===== config.mk =====
export PLATFORM = sky130hd
export DESIGN_NAME = vga_dither_out
export DESIGN_NICKNAME = d
export VERILOG_FILES = /design/src/rtl/vga_dither_out.sv
export SDC_FILE = /design/constraint.sdc
export NUM_CORES = 1
export LEC_CHECK = 0
export CORE_MARGIN = 2
export CORE_UTILIZATION = 40
export DETAILED_ROUTE_END_ITERATION = 8
export HOLD_SLACK_MARGIN = 0.15
export PLACE_DENSITY = 0.75
export SKIP_LAST_GASP = 1
export SLEW_MARGIN = 20
export SYNTH_ARGS = -nofsm -noshare
export SYNTH_HDL_FRONTEND = slang
export SYNTH_SLANG_ARGS = --single-unit

===== constraint.sdc =====
create_clock -name clk_40m -period 1.35 [get_ports clk_40m]
set_input_delay 0.3375 -clock clk_40m [delete_from_list [all_inputs] [get_ports clk_40m]]
set_output_delay 0.3375 -clock clk_40m [all_outputs]
set_load 0.005 [all_outputs]

===== src/rtl/vga_dither_out.sv =====
// Ordered-dither output stage: reduces 24-bit RGB to 1 bit per channel for the TFP410.
// Two registered stages: stage 1 samples video and matrix indices, stage 2 thresholds and drives pins.

module vga_dither_lane #(
    parameter int VEC_W = 8
) (
    input  logic [VEC_W-1:0] ch_i,
    input  logic [VEC_W:0]   thr_i,
    input  logic             dither_en_i,
    output logic             bit_o
);
    // Widen by one bit so the threshold compare is unsigned and cannot wrap.
    assign bit_o = dither_en_i ? ({1'b0, ch_i} >= thr_i) : ch_i[VEC_W-1];
endmodule

module vga_dither_out #(
    parameter logic VS_POL   = 1'b1,
    parameter logic TEMPORAL = 1'b0
) (
    input  logic        clk_40m,
    input  logic        reset_loc,
    input  logic        vga_de,
    input  logic        vga_hs,
    input  logic        vga_vs,
    input  logic [23:0] vga_rgb,
    input  logic        dither_en,
    output logic        out_de,
    output logic        out_hs,
    output logic        out_vs,
    output logic        out_r,
    output logic        out_g,
    output logic        out_b,
    output logic [1:0]  frame_cnt
);
    localparam int NUM_LANES = 3;
    localparam int VEC_W     = 8;
    localparam int STAGES    = 2;

    function automatic logic [3:0] bayer(input logic [1:0] row, input logic [1:0] col);
        logic [3:0] b;
        case ({row, col})
            4'h0: b = 4'd0;   4'h1: b = 4'd8;   4'h2: b = 4'd2;   4'h3: b = 4'd10;
            4'h4: b = 4'd12;  4'h5: b = 4'd4;   4'h6: b = 4'd14;  4'h7: b = 4'd6;
            4'h8: b = 4'd3;   4'h9: b = 4'd11;  4'hA: b = 4'd1;   4'hB: b = 4'd9;
            4'hC: b = 4'd15;  4'hD: b = 4'd7;   4'hE: b = 4'd13;  default: b = 4'd5;
        endcase
        return b;
    endfunction

    // Position counters and edge detection
    logic [1:0] cx_q, cx_d;
    logic [1:0] cy_q, cy_d;
    logic [1:0] fc_q, fc_d;
    logic       vs_act_q;
    logic       vs_act, vs_lead, de_fall;
    logic [1:0] f, row_base, col_idx, row_idx;

    // Pipeline registers
    logic [STAGES:1]                    vld_pipe_q;
    logic [STAGES:1]                    hs_pipe_q;
    logic [STAGES:1]                    vs_pipe_q;
    logic [NUM_LANES-1:0][VEC_W-1:0]    rgb_s1_q;
    logic                               den_s1_q;
    logic [1:0]                         col_s1_q, row_s1_q;
    logic [NUM_LANES-1:0]               pix_s2_q, pix_d;
    logic [1:0]                         frame_cnt_q;
    logic [VEC_W:0]                     thr;

    assign vs_act  = (vga_vs == VS_POL);
    assign vs_lead = vs_act & ~vs_act_q;
    assign de_fall = vld_pipe_q[1] & ~vga_de;

    always_comb begin
        cx_d = vga_de ? cx_q + 2'd1 : 2'd0;
        cy_d = cy_q;
        if (vs_lead)
            cy_d = 2'd0;
        else if (de_fall)
            cy_d = cy_q + 2'd1;
        fc_d = fc_q + {1'b0, vs_lead};
    end

    // The frame count used here is the one this pixel carries at the output,
    // so a pixel coinciding with the vs edge already sees the new frame.
    assign f        = TEMPORAL ? fc_d : 2'd0;
    assign row_base = vs_lead ? 2'd0 : cy_q;
    assign col_idx  = cx_q + f;
    assign row_idx  = row_base + f;

    always_ff @(posedge clk_40m or posedge reset_loc) begin
        if (reset_loc) begin
            cx_q       <= '0;
            cy_q       <= '0;
            fc_q       <= '0;
            vs_act_q   <= 1'b0;
            vld_pipe_q <= '0;
            hs_pipe_q  <= '0;
            vs_pipe_q  <= '0;
            rgb_s1_q   <= '0;
            den_s1_q   <= 1'b0;
            col_s1_q   <= '0;
            row_s1_q   <= '0;
        end else begin
            cx_q       <= cx_d;
            cy_q       <= cy_d;
            fc_q       <= fc_d;
            vs_act_q   <= vs_act;
            vld_pipe_q <= {vld_pipe_q[STAGES-1:1], vga_de};
            hs_pipe_q  <= {hs_pipe_q[STAGES-1:1], vga_hs};
            vs_pipe_q  <= {vs_pipe_q[STAGES-1:1], vga_vs};
            rgb_s1_q   <= vga_rgb;
            den_s1_q   <= dither_en;
            col_s1_q   <= col_idx;
            row_s1_q   <= row_idx;
        end
    end

    // Threshold 16*B + 8, shared by all channels.
    assign thr = {1'b0, bayer(row_s1_q, col_s1_q), 4'b1000};

    genvar gi;
    generate
        for (gi = 0; gi < NUM_LANES; gi++) begin : g_lane
            vga_dither_lane #(.VEC_W(VEC_W)) u_lane (
                .ch_i        (rgb_s1_q[gi]),
                .thr_i       (thr),
                .dither_en_i (den_s1_q),
                .bit_o       (pix_d[gi])
            );
        end
    endgenerate

    always_ff @(posedge clk_40m or posedge reset_loc) begin
        if (reset_loc) begin
            pix_s2_q    <= '0;
            frame_cnt_q <= '0;
        end else begin
            pix_s2_q    <= vld_pipe_q[1] ? pix_d : '0;
            frame_cnt_q <= fc_q;
        end
    end

    assign out_de    = vld_pipe_q[STAGES];
    assign out_hs    = hs_pipe_q[STAGES];
    assign out_vs    = vs_pipe_q[STAGES];
    assign out_r     = pix_s2_q[2];
    assign out_g     = pix_s2_q[1];
    assign out_b     = pix_s2_q[0];
    assign frame_cnt = frame_cnt_q;
endmodule


==> flow_metrics.tcl, run 1 <==
set metrics [dict create \
    rows 21 \
    fin_util_pct 56.2 \
    root_buffer "clkbuf_4" \
    r2r_setup_slack_ps -50 \
    reg2regPathDepth 5 \
    ys_ff_latch 37 \
    cts.htree.levels 2 \
    wl_per_cell_microns 13.0 \
    routed_via_density 4.57 \
    final_cell_mix "dfrtp_1 (37), clkdlybuf4s50_1 (20), ha_1 (10), a21o_1 (6)" \
    start_util_pct 41.1 \
    cts.sinks 37 \
    synth_nets 129 \
    clk_latency_ps 330 \
    ir_worst_vdd_mv 0.652 \
    synth_area_sq_mm 0.00135 \
    grt_pass1_vias 833 \
    worstMarginPinSlew_ps 260 \
    final_cells 173 \
    dpl.cell_count 164 \
    status "complete, but fails checks" \
    min_period_ps 1400 \
    coreArea_sq_mm 0.00328 \
    syn_inst 86 \
    die_w_microns 62.1 \
    postPlaceCellArea_sq_mm 0.00173 \
    dr.pass1.iters 2 \
    leakage_nw 0.849 \
    crit_type "reg -> reg" \
    synth_top_family_by_area "adder cells" \
    power_mw 2.50 \
    fmax_mhz 716 \
    final_common_cell "dfrtp_1" \
    fin_nets 169 \
    grt_pass1_wl_microns 3570 \
    num_vias 790 \
    cts.path.max_buffers 2 \
    max_cap_viol_count 0 \
    fp.dieH_microns 62.1 \
    antenna_found_initial 0 \
    synth_compound_area_share_pct 9.46 \
    drive_gt1_share_pct 18.1 \
    violations "negative setup slack" \
    worst_ep_arrival_time_ps 1620 \
    route.detailed.drc 0 \
    die_area_sq_mm 0.00385 \
    fin_crit_sh_pct 103 \
    rr_endpoint "pix_s2_q[2]" \
    worst_setup_hold_path_clk_slew_ps 100 \
    place_ws_ps -119 \
    yosysTopAreaCell "dfrtp_1" \
    area_delta_synth_final_pct 36.8 \
    place_congestion 0.731 \
    setup_viol 3 \
    max_slew_margin_pct 82.6 \
    final.setup.tns_ps -90.7 \
    timing.hold.ws_ps 346 \
    cp_max_fo 3 \
    yosysSeqAreaShare_pct 68.6 \
    avgSynthCellArea_sq_um 15.7 \
    grt_usage_pct 13.5 \
    finalHoldViolations 0 \
    antenna_left 0 \
    cp.required_ps 1570 \
    rsz0062_at_grt "yes" \
    synth-xor-area-share_pct 3.90 \
    drt_wl_total_microns 2260 \
    report.final.slew_viol_count 0 \
    n_antenna_cell 0 \
    synthAdderAreaFrac_pct 12.1 \
    yosys-mux-area-fraction_pct 0 \
    drt_iter0_markers 14 \
    fin_area_sq_mm 0.00185 \
    yosysWarningCount 0 \
    rr_startpoint "row_s1_q[1]" \
    ios 38 \
    setup_ws_ps -46.8 \
    fin_skew_ps 4.96 \
    cp-start-kind "flop" \
    endpoint_kind "flop" \
    ys_types 15 \
    min_path_type "in -> async" \
    p_per_area_mw_per_mm2 1350 \
    port_buffers 28 \
    synth_area_leaders "dfrtp_1 (69%), ha_1 (12%), a41oi_2 (3.6%)" \
    cts_tree "built" \
    synth-simple-area-share_pct 5.10 \
    grt_max_degree 27 \
    cts_made_buffers 5 \
    yosysTopAreaCellShare_pct 68.6 \
    grt_overflow 0 \
    hpwlAfterDp_microns 1670 \
]
[kinds of logic (layout without fill, tap and decap cells)]
logic type               after synthesis  in the layout
adder cells (fa/ha/maj)               13             13
AND/OR/NAND/NOR                       12             12
flip-flops                            37             37
AO/OA/AOI/OAI                         15             15
XOR/XNOR                               6              6
buffers and inverters                  3             44
[worst max-delay path, stage by stage, from the launching register on]
cell and delay (ps):
dfrtp_1 430, inv_2 90, ha_1 290, a21o_1 180, a41oi_2 180, a31oi_1 100
[worst max-delay path by stage]
| stage | start | end | slack, ps | cells past startpoint |
|---|---|---|---|---|
| 2_1_floorplan | row_s1_q[0] | pix_s2_q[2] | 90 | 4 |
| 3_3_place_gp | vga_vs | fc_q[1] | -60 | 4 |
| 3_5_place_dp | row_s1_q[1] | pix_s2_q[2] | -120 | 4 |
| 4_1_cts | row_s1_q[1] | pix_s2_q[2] | -40 | 4 |
| 5_1_grt | row_s1_q[0] | pix_s2_q[2] | -110 | 5 |
| 6_report | row_s1_q[1] | pix_s2_q[2] | -50 | 5 |
[flip-flops by register name (all words and copies together), names as in the netlist]
register / count
col_s1_q: 2
frame_cnt: 2
rgb_s1_q: 15
vs_pipe_q: 2
cy_q: 2
row_s1_q: 2
den_s1_q: 1
fc_q: 2
hs_pipe_q: 2
vld_pipe_q: 2
cx_q: 2
pix_s2_q: 3
[Yosys cell counts]
| library cell | n |
|---|---|
| dfrtp_1 | 37 |
| ha_1 | 13 |
| a21o_1 | 6 |
| a31oi_1 | 3 |
| a41oi_2 | 3 |
| inv_1 | 3 |
| nand2_1 | 3 |
| nor2b_1 | 3 |
| o21ai_0 | 3 |
| xnor2_1 | 3 |
| xor2_1 | 3 |
| and2b_2 | 2 |
| nor2_1 | 2 |
| and2_1 | 1 |
| nand3b_1 | 1 |
[metal layers]
layer / GRT usage (%) / vias to the layer above / routed length (microns)
met4: 8.21 / 0 / 44
met5: 0 / - / 0
met2: 23.4 / 19 / 1220
met1: 13.7 / 389 / 870
li1: - / 376 / -
met3: 5.18 / 6 / 118
[what timing repair did]
action	in CTS	in global routing
hold buffers	0	0
pin swaps	3	7
setup buffers	0	1
setup endpoints to repair	11	6
resized for setup	11	5
[final cells by class]
| class | instances | area [sq um] |
|---|---|---|
| clock buffer | 7 | 65.1 |
| sequential | 37 | 926 |
| inverter | 3 | 11.3 |
| tap | 46 | 57.6 |
| fill | 273 | 1440 |
| multi-input combinational | 46 | 457 |
| timing repair buffer | 33 | 324 |
| clock inverter | 1 | 5.00 |
[where the power goes]
part	leakage (nW)	switching, mW	internal, mW
logic	0.363	0.233	0.307
clock network	0.0413	0.335	0.302
registers	0.445	0.0746	1.25
total	0.849	0.643	1.86
Power figures use the tool's default switching activity.
==> run 2, diff against run 1 <==
Settings changed: PLACE_DENSITY 0.75 to 0.73.
Clock period 1.35 ns to 1.5 ns, I/O delays scaled along.
==> run 2 against run 1 <==
Against the previous run:
- final cell count fell by 1.2%
- clock skew rose by 8.8 ps
- power fell by 12%
- count of clock-buffer cells in the layout did not move
- fmax fell by 1.4%
- the flow now finishes without violations
- largest power group unchanged
- critical path type unchanged
- non-clock buffer count fell by 2
- combinational power fell by 20%
- worst hold slack got worse by 9.3 ps
- sequential cell count did not move
==> flow_metrics.tcl, run 2 (synthesis results as in run 1) <==
set metrics [dict create \
    status "finished, final reports clean" \
    finalHoldViolations 0 \
    hpwlAfterDp_microns 1670 \
    final_cell_mix "dfrtp_1 (37), clkdlybuf4s50_1 (20), ha_1 (13), dlygate4sd2_1 (8), a21o_1 (6)" \
    grt_max_degree 27 \
    report.final.slew_viol_count 0 \
    fin_crit_sh_pct 94.5 \
    postPlaceCellArea_sq_mm 0.00171 \
    antenna_left 0 \
    cp-start-kind "flop" \
    fin_area_sq_mm 0.00178 \
    p_per_area_mw_per_mm2 1240 \
    cts_tree "built" \
    cts.htree.levels 2 \
    cp.required_ps 1720 \
    cts_made_buffers 5 \
    cts.path.max_buffers 2 \
    reg2regPathDepth 4 \
    rr_endpoint "pix_s2_q[2]" \
    port_buffers 28 \
    worst_ep_arrival_time_ps 1640 \
    reg_top3 "rgb_s1_q x15, pix_s2_q x3" \
    crit_type "reg -> reg" \
    grt_pass1_wl_microns 3480 \
    grt_most_used_layer "met2" \
    worstMarginPinSlew_ps 313 \
    fin_skew_ps 13.7 \
    n_antenna_cell 0 \
    num_vias 803 \
    endpoint_kind "flop" \
    clk_latency_ps 340 \
    r2r_setup_slack_ps 80 \
    final.setup.tns_ps 0 \
    max_slew_margin_pct 79.0 \
    worst_setup_hold_path_clk_slew_ps 110 \
    route.detailed.drc 0 \
    ios 38 \
    min_path_type "in -> async" \
    wl_per_cell_microns 13.5 \
    root_buffer "clkbuf_4" \
    start_util_pct 41.1 \
    routed_via_density 4.70 \
    final_common_cell "dfrtp_1" \
    fp.dieH_microns 62.1 \
    global_route.usage.met1_pct 12.9 \
    cts_setup_buffers 0 \
    grtUsageMet2_pct 24.6 \
    ir_worst_vdd_mv 0.627 \
    holdBufCountCts 0 \
    drt_wl_total_microns 2310 \
    coreArea_sq_mm 0.00328 \
    grtUsageMet3_pct 5.80 \
    drt_iter0_markers 32 \
    min_period_ps 1420 \
    cts.sinks 37 \
    leakage_nw 0.839 \
    area_delta_synth_final_pct 31.7 \
    max_cap_viol_count 0 \
    die_w_microns 62.1 \
    rsz0062_at_grt "no" \
    grt_overflow 0 \
    drive_gt1_share_pct 13.6 \
    rows 21 \
    grt_usage_pct 13.6 \
    largest_register_ffs 15 \
    largest_register "rgb_s1_q" \
    rr_startpoint "row_s1_q[1]" \
    antenna_found_initial 0 \
    cp_max_fo 3 \
    die_area_sq_mm 0.00385 \
    grt_pass1_vias 815 \
    fin_nets 167 \
    dr.pass1.iters 4 \
    fin_util_pct 54.1 \
    fmax_mhz 706 \
    place_congestion 0.660 \
    setup_viol 0 \
]
run 2: layer usage:
layer / vias up / part of all wire [%] / wire length, microns
li1: 371 / - / -
met1: 402 / 38 / 869
met3: 4 / 6.5 / 150
met4: 0 / 2.2 / 50
met2: 26 / 54 / 1240
met5: - / 0 / 0
run 2: layout make-up:
type | count | area, sq um
inverters | 3 | 11.3
flip-flops and latches | 37 | 926
multi-input cells | 46 | 419
clock inverters | 1 | 5.00
fillers | 265 | 1510
clock buffers | 7 | 65.1
well taps | 46 | 57.6
repair buffers | 31 | 293
run 2: how the worst max path moves through the flow:
stage                      from          end  slack [ps]  depth (start not counted)
floorplan           row_s1_q[0]  pix_s2_q[2]         240                          4
global placement         vga_vs      fc_q[1]          50                          4
detailed placement       vga_vs      fc_q[1]          30                          4
CTS                 row_s1_q[0]  pix_s2_q[2]          50                          4
global route        row_s1_q[1]  pix_s2_q[2]          20                          4
finish              row_s1_q[1]  pix_s2_q[2]          80                          4
run 2: metrics by stage:
step	total power, mW	setup WS (ps)	instances	hold WS (ps)
3_3_place_gp	1.63	45.3	163	338
2_1_floorplan	1.45	244	86	331
4_1_cts	2.22	47.7	171	332
6_report	2.21	83.2	171	337
3_5_place_dp	1.67	31.0	163	341
5_1_grt	2.35	23.5	171	332
run 2: worst max-delay path, stage by stage, from the launching register on:
cell	delay [ps]
dfrtp_1	410
xnor2_1	290
ha_1	310
a41oi_2	180
a31oi_1	110
run 2: power by group:
part           switching (mW)  internal [mW]
clock                   0.314          0.272
combinational           0.195          0.238
sequential             0.0641           1.12
total                   0.572           1.63
run 2: repair_timing:
| item | CTS | global route |
|---|---|---|
| endpoints found under the hold margin | 0 | 0 |
| resized for setup | 8 | 1 |
| endpoints found under the setup margin | 8 | 3 |
